--- config.mk ---
export PLATFORM = sky130hd
export DESIGN_NAME = uabc_reloj_gen_flat
export DESIGN_NICKNAME = d
export VERILOG_FILES = /design/src/rtl/uabc_reloj_gen_pkg.sv /design/src/rtl/uabc_reloj_gen_if.sv /design/src/rtl/uabc_reloj_gen_bcd2_counter.sv /design/src/rtl/uabc_reloj_gen.sv /design/src/flat_wrapper.sv
export SDC_FILE = /design/constraint.sdc
export NUM_CORES = 1
export LEC_CHECK = 0
export CAP_MARGIN = 0
export CELL_PAD_IN_SITES_DETAIL_PLACEMENT = 0
export CELL_PAD_IN_SITES_GLOBAL_PLACEMENT = 1
export CORE_AREA = 2 2 118 109
export DETAILED_ROUTE_END_ITERATION = 10
export DIE_AREA = 0 0 120 111
export PLACE_DENSITY_LB_ADDON = 0.15
export SYNTH_ARGS = -nofsm -noshare
export SYNTH_HDL_FRONTEND = slang
export SYNTH_HIERARCHICAL = 1
export SYNTH_SLANG_ARGS = --single-unit
export TNS_END_PERCENT = 50
--- constraint.sdc ---
create_clock -name clk -period 5.8 [get_ports clk]
set_input_delay 1.16 -clock clk [delete_from_list [all_inputs] [get_ports clk]]
set_output_delay 1.16 -clock clk [all_outputs]
set_load 0.05 [all_outputs]
--- src/rtl/uabc_reloj_gen_pkg.sv ---
// Shared types and helpers for the UABC real-time clock core.
// Hours are stored in 24-hour BCD; the 12-hour view is derived for display only.
package uabc_reloj_pkg;

  typedef logic [3:0] bcd_t;

  typedef struct packed {
    bcd_t tens;
    bcd_t units;
  } bcd2_t;

  typedef struct packed {
    logic  pm;
    bcd2_t hr;
  } hr12_t;

  typedef enum logic {AL_IDLE, AL_RING} al_state_t;

  localparam int MOD60 = 60;
  localparam int MOD24 = 24;

  // 00 -> 12 AM, 01..11 AM, 12 -> 12 PM, 13..23 -> 01..11 PM
  function automatic hr12_t bcd24_to_12(input bcd2_t h);
    logic [4:0] hb;
    logic [4:0] h12;
    hr12_t      r;
    hb    = 5'(h.tens) * 5'd10 + 5'(h.units);
    r.pm  = (hb >= 5'd12);
    h12   = r.pm ? (hb - 5'd12) : hb;
    if (h12 == 5'd0) h12 = 5'd12;
    r.hr.tens  = (h12 >= 5'd10) ? 4'd1 : 4'd0;
    r.hr.units = (h12 >= 5'd10) ? 4'(h12 - 5'd10) : 4'(h12);
    return r;
  endfunction

endpackage

--- src/rtl/uabc_reloj_gen_if.sv ---
// Control inputs and display outputs of the clock core, grouped as one bundle.
interface uabc_reloj_gen_if;
  import uabc_reloj_pkg::*;

  logic       set_mode;
  logic       alarm_set;
  logic       btn_min;
  logic       btn_hr;
  logic       fmt12;
  logic       alarm_en;
  bcd_t       S0;
  bcd_t       S1;
  bcd_t       M0;
  bcd_t       M1;
  bcd_t       H0;
  logic [1:0] H1;
  logic       pm;
  logic       Dots;
  logic       alarm;

  modport master (
    output set_mode, alarm_set, btn_min, btn_hr, fmt12, alarm_en,
    input  S0, S1, M0, M1, H0, H1, pm, Dots, alarm
  );

  modport slave (
    input  set_mode, alarm_set, btn_min, btn_hr, fmt12, alarm_en,
    output S0, S1, M0, M1, H0, H1, pm, Dots, alarm
  );
endinterface

--- src/rtl/uabc_reloj_gen_bcd2_counter.sv ---
// Two-digit BCD counter modulo MOD with increment, synchronous clear and
// a combinational next-value output so callers can compare against it.
module bcd2_counter
  import uabc_reloj_pkg::*;
#(
  parameter int MOD = 60
) (
  input  logic  clk,
  input  logic  rst_n,
  input  logic  clr,
  input  logic  inc,
  output bcd2_t q,
  output bcd2_t nxt,
  output logic  wrap
);

  localparam bcd_t TMAX = bcd_t'((MOD - 1) / 10);
  localparam bcd_t UMAX = bcd_t'((MOD - 1) % 10);

  logic at_max;

  assign at_max = (q.tens == TMAX) && (q.units == UMAX);
  assign wrap   = inc & at_max;

  always_comb begin
    nxt = q;
    if (clr) begin
      nxt = '0;
    end else if (inc) begin
      if (at_max) begin
        nxt = '0;
      end else if (q.units == 4'd9) begin
        nxt.units = 4'd0;
        nxt.tens  = q.tens + 4'd1;
      end else begin
        nxt.units = q.units + 4'd1;
      end
    end
  end

  always_ff @(posedge clk or negedge rst_n) begin
    if (!rst_n) q <= '0;
    else        q <= nxt;
  end

endmodule

--- src/rtl/uabc_reloj_gen.sv ---
// Real-time clock core: prescaled BCD time of day, button time/alarm setting,
// one alarm with a timed output and a 12/24-hour display view.
module uabc_reloj_gen
  import uabc_reloj_pkg::*;
#(
  parameter int TICK_DIV   = 12_000_000,
  parameter int ALARM_SECS = 30
) (
  input logic              clk,
  input logic              rst_n,
  uabc_reloj_gen_if.slave  bus
);

  localparam int              PRE_W      = $clog2(TICK_DIV);
  localparam logic [PRE_W-1:0] PRE_LAST  = PRE_W'(TICK_DIV - 1);
  localparam logic [PRE_W-1:0] PRE_HALF  = PRE_W'(TICK_DIV / 2);
  localparam logic [5:0]       ACNT_LAST = 6'(ALARM_SECS - 1);

  logic [PRE_W-1:0] pre;
  logic             tick;
  logic             min_prev, hr_prev, min_edge, hr_edge;
  logic             edit_time, edit_alarm;
  bcd2_t            sec_q, min_q, hr_q, amin_q, ahr_q;
  bcd2_t            sec_nxt, min_nxt, hr_nxt, amin_nxt, ahr_nxt;
  logic             sec_wrap, min_wrap, hr_wrap, amin_wrap, ahr_wrap;
  al_state_t        st, st_nxt;
  logic [5:0]       acnt, acnt_nxt;
  logic             al_clear, al_match;
  bcd2_t            h_show, m_show;
  hr12_t            h12;
  bcd_t             h_tens;
  logic             unused_bits;

  // Prescaler: held at zero while setting so counting restarts cleanly.
  assign tick = !bus.set_mode && (pre == PRE_LAST);

  always_ff @(posedge clk or negedge rst_n) begin
    if (!rst_n)                     pre <= '0;
    else if (bus.set_mode || tick)  pre <= '0;
    else                            pre <= pre + 1'b1;
  end

  always_ff @(posedge clk or negedge rst_n) begin
    if (!rst_n) begin
      min_prev <= 1'b0;
      hr_prev  <= 1'b0;
    end else begin
      min_prev <= bus.btn_min;
      hr_prev  <= bus.btn_hr;
    end
  end

  assign min_edge   = bus.btn_min & ~min_prev;
  assign hr_edge    = bus.btn_hr  & ~hr_prev;
  assign edit_alarm = bus.alarm_set;
  assign edit_time  = bus.set_mode & ~bus.alarm_set;

  bcd2_counter #(.MOD(MOD60)) u_sec (
    .clk(clk), .rst_n(rst_n), .clr(bus.set_mode), .inc(tick),
    .q(sec_q), .nxt(sec_nxt), .wrap(sec_wrap)
  );

  // Button increments of minutes must not carry, so the hour carry needs sec_wrap.
  bcd2_counter #(.MOD(MOD60)) u_min (
    .clk(clk), .rst_n(rst_n), .clr(1'b0), .inc(sec_wrap | (edit_time & min_edge)),
    .q(min_q), .nxt(min_nxt), .wrap(min_wrap)
  );

  bcd2_counter #(.MOD(MOD24)) u_hr (
    .clk(clk), .rst_n(rst_n), .clr(1'b0),
    .inc((sec_wrap & min_wrap) | (edit_time & hr_edge)),
    .q(hr_q), .nxt(hr_nxt), .wrap(hr_wrap)
  );

  bcd2_counter #(.MOD(MOD60)) u_amin (
    .clk(clk), .rst_n(rst_n), .clr(1'b0), .inc(edit_alarm & min_edge),
    .q(amin_q), .nxt(amin_nxt), .wrap(amin_wrap)
  );

  bcd2_counter #(.MOD(MOD24)) u_ahr (
    .clk(clk), .rst_n(rst_n), .clr(1'b0), .inc(edit_alarm & hr_edge),
    .q(ahr_q), .nxt(ahr_nxt), .wrap(ahr_wrap)
  );

  // Match against the values being written so alarm rises with sec=00.
  assign al_clear = ~bus.alarm_en | min_edge | hr_edge | bus.set_mode;
  assign al_match = sec_wrap & bus.alarm_en & (min_nxt == amin_q) & (hr_nxt == ahr_q);

  always_ff @(posedge clk or negedge rst_n) begin
    if (!rst_n) begin
      st   <= AL_IDLE;
      acnt <= '0;
    end else begin
      st   <= st_nxt;
      acnt <= acnt_nxt;
    end
  end

  always_comb begin
    st_nxt   = st;
    acnt_nxt = acnt;
    if (al_clear) begin
      st_nxt = AL_IDLE;
    end else if (al_match) begin
      st_nxt   = AL_RING;
      acnt_nxt = '0;
    end else if (st == AL_RING && tick) begin
      if (acnt == ACNT_LAST) st_nxt   = AL_IDLE;
      else                   acnt_nxt = acnt + 6'd1;
    end
  end

  always_comb begin
    h_show = bus.alarm_set ? ahr_q  : hr_q;
    m_show = bus.alarm_set ? amin_q : min_q;
    h12    = bcd24_to_12(h_show);
    h_tens = bus.fmt12 ? h12.hr.tens : h_show.tens;
  end

  assign bus.S0    = bus.alarm_set ? 4'd0 : sec_q.units;
  assign bus.S1    = bus.alarm_set ? 4'd0 : sec_q.tens;
  assign bus.M0    = m_show.units;
  assign bus.M1    = m_show.tens;
  assign bus.H0    = bus.fmt12 ? h12.hr.units : h_show.units;
  assign bus.H1    = h_tens[1:0];
  assign bus.pm    = bus.fmt12 & h12.pm;
  assign bus.Dots  = bus.set_mode | (pre < PRE_HALF);
  assign bus.alarm = (st == AL_RING);

  assign unused_bits = ^{sec_nxt, amin_nxt, ahr_nxt, hr_wrap, amin_wrap, ahr_wrap, h_tens[3:2]};

endmodule

--- src/flat_wrapper.sv ---
// flat-port wrapper written by rule: the top's interface ports become plain ports
module uabc_reloj_gen_flat import uabc_reloj_pkg::*;
#(
  parameter int TICK_DIV   = 12_000_000,
  parameter int ALARM_SECS = 30
)
  (clk, rst_n, bus_set_mode, bus_alarm_set, bus_btn_min, bus_btn_hr, bus_fmt12, bus_alarm_en, bus_S0, bus_S1, bus_M0, bus_M1, bus_H0, bus_H1, bus_pm, bus_Dots, bus_alarm);
  uabc_reloj_gen_if bus_i ();
  input logic clk;
  input logic rst_n;
  input wire logic [$bits(bus_i.set_mode)-1:0] bus_set_mode;
  input wire logic [$bits(bus_i.alarm_set)-1:0] bus_alarm_set;
  input wire logic [$bits(bus_i.btn_min)-1:0] bus_btn_min;
  input wire logic [$bits(bus_i.btn_hr)-1:0] bus_btn_hr;
  input wire logic [$bits(bus_i.fmt12)-1:0] bus_fmt12;
  input wire logic [$bits(bus_i.alarm_en)-1:0] bus_alarm_en;
  output wire logic [$bits(bus_i.S0)-1:0] bus_S0;
  output wire logic [$bits(bus_i.S1)-1:0] bus_S1;
  output wire logic [$bits(bus_i.M0)-1:0] bus_M0;
  output wire logic [$bits(bus_i.M1)-1:0] bus_M1;
  output wire logic [$bits(bus_i.H0)-1:0] bus_H0;
  output wire logic [$bits(bus_i.H1)-1:0] bus_H1;
  output wire logic [$bits(bus_i.pm)-1:0] bus_pm;
  output wire logic [$bits(bus_i.Dots)-1:0] bus_Dots;
  output wire logic [$bits(bus_i.alarm)-1:0] bus_alarm;
  assign bus_i.set_mode = bus_set_mode;
  assign bus_i.alarm_set = bus_alarm_set;
  assign bus_i.btn_min = bus_btn_min;
  assign bus_i.btn_hr = bus_btn_hr;
  assign bus_i.fmt12 = bus_fmt12;
  assign bus_i.alarm_en = bus_alarm_en;
  assign bus_S0 = bus_i.S0;
  assign bus_S1 = bus_i.S1;
  assign bus_M0 = bus_i.M0;
  assign bus_M1 = bus_i.M1;
  assign bus_H0 = bus_i.H0;
  assign bus_H1 = bus_i.H1;
  assign bus_pm = bus_i.pm;
  assign bus_Dots = bus_i.Dots;
  assign bus_alarm = bus_i.alarm;
  uabc_reloj_gen #(.TICK_DIV(TICK_DIV), .ALARM_SECS(ALARM_SECS)) u_core (.clk(clk), .rst_n(rst_n), .bus(bus_i));
endmodule
==> out/results.txt <==
The run finished with clean final reports. In this run the worst hold path is classified as flop to flop. For flop-to-flop paths, the worst setup slack is 0.65 ns. For the final setup violation count, the log shows 0.

Once the floorplan was initialized, standard cells occupied 40.5% of the core. Measured against its own limit, the worst slew margin works out to 35.8%. The post-route core utilization is 49.7%. For the via count of the first global-routing pass, the log shows 3,917. The count of buffers added on input and output ports is 32. The total overflow left after global routing is 0. After detailed routing, the number of remaining DRC violations is 0. The wire-length estimate of the detail-placed layout is 8050 um. The run gives 0.178 GHz as the maximum clock rate. Of the total power, the clock network draws 44.0%. Counting cells, the worst reg-to-reg path comes to 28.

Clock tree synthesis inserted a total of 9 buffers. Number of nets in the layout: 628. Row count: 39. Measured along the x axis, the die boundary spans 120 um. The first routing iteration left 180 violations. Using the TritonRoute via totals, the vias-per-cell ratio works out to 5.27. 0 antenna diodes ended up in the layout. In this run the critical register-to-register path is captured at u_core/acnt[0]. Max-cap violations in this run came to 0.

The total area inside the core boundary comes to 12,200 um^2. The average routed wire per standard cell came out at 15.1 um. At the worst endpoint, the required time is 4.64 ns. Final hold violation count: 0. The library cells used most frequently in the layout, excluding fill and tap cells, are sky130_fd_sc_hd__dfrtp_1, sky130_fd_sc_hd__nor2_1, sky130_fd_sc_hd__xor2_1, sky130_fd_sc_hd__buf_4, sky130_fd_sc_hd__nand2_1. The synthesized netlist occupies a cell area of 4960 um^2. The analysis attributes to net switching a power of 0.275 mW.

At the pin with the least slew margin, the transition time is 0.962 ns. Of the total power, combinational logic draws 9.7%. Counting I/O delays and the setup requirement, the final critical path takes 5.63 ns. Net switching is 24.4% of the power.

For the maximum buffer depth of the clock tree, the log shows 2. The worst hold path depth was 1; the die area was 13,300 um^2. For this run, the slowest stage of the critical path takes 0.38 ns.

The global-route usage over all layers was 18.1%; the maximum VDD drop was 0.000170 V. In the synthesized netlist, the number of instances is 532. After the flow finishes, the layout carries non-filler instances totaling 762. The pre-antenna-repair detailed-routing pass consisted of 4 iterations. Critical path startpoint category: an input pin. The share of total power dissipated in sequential elements is 46.3%. The worst min-delay path startpoint is u_core/pre[0]. Of all nets on the critical path, the largest fanout is 5.

Grouping stages by cell kind, the critical path spends the most delay in adder cells. In this run the critical register-to-register path is launched from u_core/pre[2]. The leakage dissipation is 2.74 nW, and the cell area power density is 185 nW/um^2. The slowest stage of the critical path belongs to the cell sky130_fd_sc_hd__mux2_2. The initial antenna violation count is 0. For the top-level I/O count, the log shows 33. Data on the critical path arrives at its endpoint at 4.47 ns. Yosys printed 6 warnings. The congestion estimate from routability-driven global placement came to 0.834. The fraction of layout instances using a drive strength above 1 is 19.7%, and the number of hold buffers added after cts is 0. Clock-pin slew was measured on the worst setup and hold paths at 0.05 ns. Clock skew on the completed layout was measured at 0.00618 ns.

Setup repair after global routing could not meet its margin everywhere. The critical path goes through buf_2, mux2_2, ha_1, ha_4, xnor2_2, inv_1, ha_4, buf_4, mux2i_2, nand2_1, nor2_1, nor2_1, ha_1, a31o_2, o21ai_4, mux2i_2, a21oi_4, buf_4. The run gives 0 as the max-slew violation count. For the placed cell count, the log shows 746. STA classifies the critical path endpoint as a primary output. The number of buffer and inverter instances along the worst setup path works out to 4. Wires add up to 11,500 um. Commonest non-fill, non-tap cell in the layout: sky130_fd_sc_hd__dfrtp_1. Compared with the post-synthesis result, the final layout area differs by 22.8%. The die height came out at 111 um.

TritonCTS built the clock tree. The root buffer cell chosen for the clock tree is sky130_fd_sc_hd__clkbuf_16. The number of nets with antenna violations after detailed routing came out at 0. The worst hold path terminates at u_core/pre[0]. Cell internal power was estimated by the tool at 0.850 mW.

The setup path with the least slack is of type input pin to primary output. Clock latency on the worst-skew pair, taken at its later pin, is 0.34 ns. The mean instance size in the synthesized netlist is 9.33 um^2. The tools report the pin count of the biggest net entering global routing as 74. The H-tree was split into 3 levels.

The run gives 6090 um^2 as the final non-filler cell area. The placed instances occupy a cell area of 5730 um^2. The first global-routing pass estimated 19,300 um of wire. The final period utilization was 97.0%.

The worst slack on hold paths is 0.525 ns, and the count of vias placed by the detailed router is 4,013. Count of clock tree sinks: 73.
[power groups by stage]
| stage | sequential [mW] | clock [mW] | combinational (mW) |
|---|---|---|---|
| after floorplan | 0.528 | 0 | 0.0631 |
| after global placement | 0.530 | 0 | 0.104 |
| after detailed placement | 0.530 | 0 | 0.104 |
| after CTS | 0.521 | 0.513 | 0.106 |
| after global routing | 0.522 | 0.535 | 0.120 |
| final | 0.521 | 0.496 | 0.109 |
[flip-flops by register name, summed over array words and instances (netlist names)]
signal and flops:
u_core/hr_prev 1, u_core/min_prev 1, u_core/bus.alarm 1, u_core/u_hr/q 8, u_core/pre 24, u_core/u_sec/q 8, u_core/u_amin/q 8, u_core/u_min/q 8
u_core/acnt 6, u_core/u_ahr/q 8
[final cells by class]
type	instances	area, um^2
fill	1141	6150
multi-input combinational	415	3090
sequential	73	1830
timing repair buffer	67	608
clock buffer	12	246
tap	164	205
inverter	30	113
clock inverter	1	5.00
[worst max-delay path by stage]
stage | from | end | slack [ns] | cells after the start
after floorplan | bus_alarm_set | bus_H1[0] | 0.02 | 17
after global placement | bus_alarm_set | bus_H0[1] | -0.44 | 17
after detailed placement | bus_alarm_set | bus_H0[1] | -0.56 | 17
after CTS | bus_alarm_set | bus_H0[3] | 0.007 | 16
after global routing | bus_alarm_set | bus_H0[1] | -0.05 | 17
final | bus_alarm_set | bus_H0[1] | 0.17 | 18
[worst register-to-register path: cells and delay by family (launching register included)]
kind / cells / cell delay (ns)
simple gates: 19 / 3.19
compound gates: 4 / 0.63
flops: 1 / 0.42
buf+inv: 4 / 0.62
xor+xnor: 1 / 0.17
[what timing repair did]
item,CTS,global route
buffers inserted,0,3
gates resized for setup,9,16
endpoints found under the setup margin,4,11
pin swaps,3,1
[per-stage QoR]
| stage | TNS [ns] | power [mW] | setup slack [ns] |
|---|---|---|---|
| finish | 0 | 1.13 | 0.174 |
| global route | -0.106 | 1.18 | -0.0546 |
| detailed placement | -1.92 | 0.634 | -0.564 |
| global placement | -1.48 | 0.633 | -0.437 |
| CTS | 0 | 1.14 | 0.00694 |
| floorplan | 0 | 0.591 | 0.0169 |
[metal layers]
metal  GRT usage (%)  wire length (um)  vias up
met5               0                 0        -
met4            5.65               135        0
met3            3.65               259        8
met2            28.5              5410       38
met1            25.1              5670     1967
li1                -                 -     2000
No activity file was read; power rests on OpenSTA's default activity.
